$ cat src/rtl/result_writeback_buffer.sv
// Purpose: 4-entry circular writeback buffer between execute and register file, with zero/neg flags and a dest hazard query.
// Latency: one cycle from accept to wb_valid; wb_data/wb_addr come straight from the head entry, with no pass-through.
// Backpressure: in_ready drops when full (a pop in the same cycle does not reopen it); head is held stable while wb_ready is low.
module result_writeback_buffer #(
  parameter int WORD_SIZE = 19,
  parameter int DEPTH     = 4
) (
  input  logic                 clk,
  input  logic                 rst_n,
  input  logic                 in_valid,
  output logic                 in_ready,
  input  logic [4:0]           in_opcode,
  input  logic [WORD_SIZE-1:0] in_result,
  input  logic [3:0]           in_dest,
  output logic                 wb_valid,
  input  logic                 wb_ready,
  output logic [WORD_SIZE-1:0] wb_data,
  output logic [3:0]           wb_addr,
  output logic                 flag_zero,
  output logic                 flag_neg,
  output logic [2:0]           count,
  input  logic [3:0]           query_addr,
  output logic                 query_hit
);

  localparam logic [4:0] OP_NOP   = 5'd0;
  localparam logic [2:0] CNT_FULL = 3'(DEPTH);

  typedef struct packed {
    logic [WORD_SIZE-1:0] result;
    logic [3:0]           dest;
  } entry_t;

  entry_t     mem_q [4];
  entry_t     mem_d [4];
  logic [1:0] head_q, head_d;
  logic [1:0] tail_q, tail_d;
  logic [2:0] count_q, count_d;
  logic       flag_zero_q, flag_zero_d;
  logic       flag_neg_q, flag_neg_d;
  logic       push, pop;
  logic [3:0] slot_live;
  logic [3:0] slot_match;

  // Handshake outputs depend only on registered state.
  assign in_ready  = (count_q != CNT_FULL);
  assign wb_valid  = (count_q != 3'd0);
  assign wb_data   = mem_q[head_q].result;
  assign wb_addr   = mem_q[head_q].dest;
  assign count     = count_q;
  assign flag_zero = flag_zero_q;
  assign flag_neg  = flag_neg_q;

  // NOPs complete the handshake but are dropped instead of enqueued.
  assign push = in_valid && in_ready && (in_opcode != OP_NOP);
  assign pop  = wb_valid && wb_ready;

  // Next-state for pointers, occupancy, flags and storage.
  always_comb begin
    head_d      = head_q;
    tail_d      = tail_q;
    count_d     = count_q;
    flag_zero_d = flag_zero_q;
    flag_neg_d  = flag_neg_q;
    mem_d       = mem_q;
    if (push) begin
      mem_d[tail_q] = '{result: in_result, dest: in_dest};
      tail_d        = tail_q + 2'd1;
    end
    if (pop) begin
      head_d      = head_q + 2'd1;
      flag_zero_d = (wb_data == '0);
      flag_neg_d  = wb_data[WORD_SIZE-1];
    end
    case ({push, pop})
      2'b10:   count_d = count_q + 3'd1;
      2'b01:   count_d = count_q - 3'd1;
      default: count_d = count_q;
    endcase
  end

  // Hazard check: a slot counts only if it lies within [head, head+count) of current state.
  always_comb begin
    slot_live  = '0;
    slot_match = '0;
    for (int i = 0; i < 4; i++) begin
      slot_live[i]  = ({1'b0, 2'(i) - head_q} < count_q);
      slot_match[i] = (mem_q[i].dest == query_addr);
    end
  end

  assign query_hit = |(slot_live & slot_match);

  // Control state with asynchronous clear; in-flight entries are abandoned on reset.
  always_ff @(posedge clk or negedge rst_n) begin
    if (!rst_n) begin
      head_q      <= 2'd0;
      tail_q      <= 2'd0;
      count_q     <= 3'd0;
      flag_zero_q <= 1'b0;
      flag_neg_q  <= 1'b0;
    end else begin
      head_q      <= head_d;
      tail_q      <= tail_d;
      count_q     <= count_d;
      flag_zero_q <= flag_zero_d;
      flag_neg_q  <= flag_neg_d;
    end
  end

  // Entry storage needs no reset; contents are only observed behind count.
  always_ff @(posedge clk) begin
    mem_q <= mem_d;
  end

endmodule
$ cat config.mk
export PLATFORM = sky130hd
export DESIGN_NAME = result_writeback_buffer
export DESIGN_NICKNAME = d
export VERILOG_FILES = /design/src/rtl/result_writeback_buffer.sv
export SDC_FILE = /design/constraint.sdc
export NUM_CORES = 1
export LEC_CHECK = 0
export BUFFER_PORTS_ARGS = -buffer_cell sky130_fd_sc_hd__buf_4
export CAP_MARGIN = 20
export CORE_MARGIN = 4
export CORE_UTILIZATION = 50
export CTS_BUF_LIST = sky130_fd_sc_hd__clkbuf_4
export DETAILED_ROUTE_END_ITERATION = 16
export PLACE_DENSITY = 0.76
export REMOVE_ABC_BUFFERS = 1
export SLEW_MARGIN = 20
export SYNTH_ARGS = -nofsm -noshare
export SYNTH_HDL_FRONTEND = slang
export SYNTH_SLANG_ARGS = --single-unit
export TNS_END_PERCENT = 30
$ cat constraint.sdc
create_clock -name clk -period 2.5 [get_ports clk]
set_clock_uncertainty 0.2 [all_clocks]
set_input_delay 0.5 -clock clk [delete_from_list [all_inputs] [get_ports clk]]
set_output_delay 0.5 -clock clk [all_outputs]
set_load 0.1 [all_outputs]
==> summary.md, run 1 <==
| Metric | Value |
|---|---|
| Outcome | finished, violations left |
| Failing checks | negative setup slack |
| Post-route minimum period | around 2.7 ns |
| DIE HEIGHT | about 100 microns |
| Synth Instances | 212 |
| Vias in the first global route | approximately 2300 |
| Seq/Total Area, Yosys | between 70% and 80% |
| Adder-cell share of the synthesized area | under 10% |
| HPWL Detailed | roughly 5.2 mm |
| Die Wd | around 99 microns |
| IO Pins | between 60 and 70 |
| Yosys reg bits | 101 |
| Final Non-Filler Cells | roughly 400 |
| Number of nets still failing antenna checks after routing | 0 |
| Initial antenna violation count | 0 |
| First-pass DRT Iterations | 4 |
| Metal3 WL | between 500 and 600 microns |
| Drc violations | 0 |
| Initial core utilization | between 50 and 60% |
| DR top layer | met4 |
| Row cnt | 32 |
| Most frequent cells in the layout | edfxtp_1 (92), buf_4 (55), mux4_2 (23), xor2_1 (18), buf_6 (13) |
| Worst reg2reg setup slack | about 0.12 ns |
| P&R area growth vs syn | 27.4% |
| Htree depth | 3 |
| Main combinational cell family by area after synthesis | multiplexers |
| Slew Viols, Final | 0 |
| Simple logic cell fraction of the synthesized area | 3.69% |
| Max-cap violation count | 0 |
| Final Cycle Share | 106% |
| Clk pin slew, worst setup/hold paths | between 0.15 and 0.2 ns |
| Critical path class | flip-flop to primary output |
| Synth top area share | about 67% |
| First-pass GRT wire length | approximately 12 mm |
| Final wirelength | just under 8 mm |
| Crit path launch type | flip-flop |
| Tightest Pin Transition | roughly 0.4 ns |
| F_max | ~380 MHz |
| # diodes | 0 |
| Syn_area_per_cell | about 20 sq um |
| Area leader, netlist | edfxtp_1 |
| Metal2 WL | between 3 and 4 mm |
| Largest net degree at the start of global routing | 24 |
| Fin nets | around 350 |
| Distinct cells, synth | 27 |
| Unrepaired setup endpoints after global routing | true |
| Skew-Pair Late Insertion Delay | between 0.4 and 0.5 ns |
| Cell area after synthesis | roughly 0.0041 sq mm |
| Crit. End Element | primary output |
| Via-to-Cell Ratio | around 5.5 |
| CTS tree | yes |
| Most common cell after layout, fill and taps aside | edfxtp_1 |
| Port Buffers | 66 |
| Metal-1 WL | between 3 and 4 mm |
| GP Congestion | roughly 0.72 |
| Gr ovfl total | 0 |
| Routed vias | around 2200 |
| Die area | 0.00980 sq mm |
| Worst Path Arrival | about 2.0 ns |
| Pre-CTS worst setup slack | -0.201 ns |
| Critical Path RT | about 1.8 ns |
| Setup violations, final | 24 |
| Core area | just under 0.008 sq mm |
| Root Buffer | clkbuf_4 |
| Post-synthesis mux area share | approximately an eighth |
| Area contributors post-synth | edfxtp_1 (67%), mux4_2 (13%), dfrtp_1 (5.4%) |
| Avg WL per Cell | between 15 and 20 microns |
| Num CTS Buffers | 9 |
| Hold Vio Cnt, Final | 0 |
| Crit path max fanout | 4 |
| Share of cells above drive strength 1 | roughly 44% |
| YS warnings | 0 |
| CTS max path bufs | 2 |
| Cells after DPL | ~390 |
| Slew headroom | about three quarters |
| DRT iter0 DRCs | 125 |
| Compound-Gate Fraction of Synth Area | roughly 1.6% |
| Xor/xnor cell area share of the yosys netlist | slightly below 5% |
| Setup ws final | -0.152 ns |
| CTS sink count | 101 |
| Worst min-delay path category | primary input to flip-flop |
| GRT Total Usage | 16.5% |
## sequential cells by signal, summed over array words and instances (netlist names)
name / cells
mem_q: 92
head_q: 2
tail_q: 2
flag_neg: 1
count: 3
flag_zero: 1
## kinds of logic after synthesis
kind of cell,after synthesis
DFF,101
muxes,24
buffers and inverters,15
and+or+nand+nor,28
AOI/OAI and AO/OA,11
adders and majority gates,10
xor gates and xnor gates,23
## metrics by stage
| stage | hold slack (ns) | util, % | TNS (ns) | area (sq um) |
|---|---|---|---|---|
| 2_1_floorplan | 0.00441 | - | -123.30 | 4100 |
| 3_3_place_gp | 0.133 | 62.0 | -0.164 | 4890 |
| 3_5_place_dp | 0.134 | 62.0 | -0.228 | 4890 |
| 4_1_cts | 0.0388 | 65.1 | -2.04 | 5140 |
| 5_1_grt | 0.0275 | 66.9 | -4.29 | 5280 |
| 6_report | 0.0594 | 66.9 | -2.43 | 5280 |
## repair_timing
action | CTS | global route
cloned | 0 | 2
setup endpoints to repair | 24 | 24
setup buffers | 1 | 3
hold buffers | 1 | 0
endpoints found under the hold margin | 9 | 0
gates resized for setup | 33 | 16
pin swaps | 1 | 2
## cells in the mapped netlist
library cell  instances
a21oi_1               4
a32o_1                1
and2_1                4
and3_1                1
buf_2                 4
buf_4                 1
buf_6                 1
dfrtp_1               9
edfxtp_1             92
fa_1                  1
ha_1                  9
inv_1                 8
inv_2                 1
mux2_1                1
mux4_2               23
nand2_1               7
nand2b_1              1
nand3_1               1
nand4_1               1
nor2_1                2
nor4_1                9
o211a_2               1
o21ai_0               5
or3_1                 1
or4_1                 1
xnor2_1               4
xor2_1               19
## worst paths after layout
kind,startpoint,endpoint,cells after the start
worst max-delay path,head_q[1],query_hit,8
worst min-delay path,in_result[1],mem_q[74],1
worst max register to register,head_q[0],flag_zero,6
worst min register to register,flag_neg,flag_neg,2
max in group asynchronous,rst_n,tail_q[0],2
min in group asynchronous,rst_n,count[1],2
## critical path, cell delays in order, from the launching register on
cell	delay, ns
dfrtp_2	0.44
buf_6	0.12
inv_1	0.03
ha_1	0.30
a21oi_2	0.11
nor2_1	0.05
o21ai_1	0.12
nand4_1	0.15
buf_8	0.20
## per-layer routing
| metal | up-vias | track usage (%) |
|---|---|---|
| met3 | 9 | 3.89 |
| met5 | - | 0 |
| met4 | 0 | 5.67 |
| met1 | 1140 | 22.6 |
| li1 | 1019 | - |
| met2 | 79 | 26.3 |
## area by class of cell
class,count,area (sq um)
Sequential cell,101,2990
Fill cell,523,2610
Multi-Input combinational cell,96,1120
Timing Repair Buffer,86,885
Tap cell,102,128
Clock buffer,11,82.6
Clock inverter,5,37.5
Inverter,9,33.8
Power of run 1 is not shown: default switching activity piles up to over one toggle a cycle in this logic, so the estimate is an artifact.
==> run 2: changes to the inputs <==
==> constraint.sdc (replaced) <==
create_clock -name clk -period 3.35 [get_ports clk]
set_clock_uncertainty 0.2 [all_clocks]
set_input_delay 0.67 -clock clk [delete_from_list [all_inputs] [get_ports clk]]
set_output_delay 0.67 -clock clk [all_outputs]
set_load 0.1 [all_outputs]
==> run 2 against run 1 <==
Compared with the run above:
- the flow now finishes without violations
- via count decreased by 3.0%
- critical path depth fell by 1
- non-clock buffer count shrank 13
- setup slack improved by 0.42 ns
- count of clock-buffer cells in the layout down 2
- global-route usage is 0.23 points higher
- first-iteration DRC count is 25% lower
- sequential share of layout area up 3.8 points
- register-to-register slack better by 0.75 ns
- critical path type unchanged
==> summary.md, run 2 (synthesized netlist as in run 1, its figures left out) <==
| Metric | Value |
|---|---|
| Crit path to | query_hit |
| Pre-CTS worst setup slack | between 0.3 and 0.4 ns |
| Clk pin slew, worst setup/hold paths | roughly 0.16 ns |
| Fill count | about 550 |
| Share of cells above drive strength 1 | around two fifths |
| Reg area | between 0.002 and 0.003 sq mm |
| Worst min-delay path category | primary input to flip-flop |
| Slew headroom | around 69% |
| Hold WS | around 0.21 ns |
| Critical path class | flip-flop to primary output |
| GP Congestion | slightly above 0.7 |
| Setup ws final | between 0.2 and 0.3 ns |
| Htree depth | 3 |
| Worst Path Buf+Inv | 2 |
| CTS max path bufs | 2 |
| Most frequent cells in the layout | edfxtp_1 (92), buf_4 (71), mux4_2 (23), xor2_1 (19) |
| Most flops, register | mem_q |
| Final wirelength | ~7.7 mm |
| Drc violations | 0 |
| Root Buffer | clkbuf_4 |
| Hold Vio Cnt, Final | 0 |
| CTS tree | yes |
| P&R area growth vs syn | 19.3% |
| Post-layout util | 62.7% |
| Largest delay contributor family on the critical path | flip-flops |
| Skew-Pair Late Insertion Delay | between 0.4 and 0.5 ns |
| IO Pins | 67 |
| Worst r2r src | head_q[1] |
| M3 GR Usage | 6.23% |
| Max-cap violation count | 0 |
| Worst reg2reg setup slack | slightly below 0.9 ns |
| Largest net degree at the start of global routing | 29 |
| Post-route minimum period | 3.08 ns |
| Final Cycle Share | between 90% and 100% |
| Core area | a little under 0.008 sq mm |
| Crit path launch type | flip-flop |
| CP max-delay cell | dfrtp_1 |
| Worst reg-to-reg path cell count | 5 |
| Critical Path RT | about 2.5 ns |
| GRT Total Usage | approximately 17% |
| # diodes | 0 |
| Avg WL per Cell | 19.4 microns |
| Vias in the first global route | 2322 |
| DRT iter0 DRCs | 94 |
| Tightest Pin Transition | 0.462 ns |
| Final Non-Filler Cells | between 300 and 400 |
| CTS sink count | 101 |
| Max incr delay on CP | roughly 0.56 ns |
| Cells after DPL | 380 |
| Crit path launch | head_q[1] |
| Footprint of the multi-input gates | between 0.001 and 0.0015 sq mm |
| Post-CTS Setup Repair Bufs | 0 |
| Worst reg2reg endpoint | flag_zero |
| GR Util met1 | about 22% |
| Die Wd | between 90 and 100 microns |
| Crit path depth | 7 |
| Worst Path Arrival | 2.21 ns |
| First-pass DRT Iterations | 4 |
| Grt met2 use | between 20% and 30% |
| Most common cell after layout, fill and taps aside | edfxtp_1 |
| Gr ovfl total | 0 |
| Outcome | completed |
| Resize count post-CTS | 0 |
| GR peak layer | met2 |
| Crit path max fanout | 7 |
| Setup violations, final | 0 |
| Routed vias | between 2000 and 2500 |
| Crit. End Element | primary output |
| Max reg flops | roughly 90 |
| Slew Viols, Final | 0 |
| Num CTS Buffers | 9 |
| Initial core utilization | 52.5% |
| First-pass GRT wire length | between 10 and 15 mm |
| HPWL Detailed | 5.15 mm |
| Fin nets | between 300 and 400 |
| Hold_buf cts | 1 |
| Initial antenna violation count | 0 |
| Row cnt | 32 |
| Number of nets still failing antenna checks after routing | 0 |
| Die area | ~0.01 sq mm |
| Critical path cell sequence | xor2_1 > inv_1 > ha_1 > a21oi_1 > o21ai_0 > nand4_1 > buf_4 |
| Port Buffers | 66 |
| Unrepaired setup endpoints after global routing | false |
| DIE HEIGHT | about 100 microns |
| Via-to-Cell Ratio | about 5.5 |
| F_max | around 320 MHz |
run 2: worst min path at each step:
stage,startpoint,to,slack (ns),depth (start not counted)
6_report,in_result[5],mem_q[55],0.21,1
5_1_grt,in_result[12],mem_q[39],0.15,1
3_3_place_gp,flag_neg,flag_neg,0.29,2
2_1_floorplan,rst_n,count[0],0.17,0
4_1_cts,in_result[0],mem_q[50],0.17,1
3_5_place_dp,rst_n,tail_q[0],0.30,1
run 2: metal layers:
layer | wire (microns) | up-vias | part of all wire (%)
met2 | 3900 | 72 | 51
met3 | 499 | 6 | 6.5
met1 | 3220 | 1102 | 42
li1 | - | 1000 | -
met4 | 80 | 0 | 1.0
met5 | 0 | - | 0
run 2: layout make-up:
cell class                      count  share of cell area (%)
Sequential cell                   101                    60.5
Multi-Input combinational cell     96                    21.9
Timing Repair Buffer               73                    11.4
Tap cell                          102                    2.58
Clock inverter                      7                    1.62
Clock buffer                        9                    1.37
Inverter                            9                   0.684
run 2: metrics by stage:
stage	setup TNS [ns]	cell area, sq um
floorplan	-32.82	4100
global placement	0	4780
detailed placement	0	4780
CTS	0	4940
global route	0	4940
finish	0	4940
Power of run 2 is left out for the same reason.
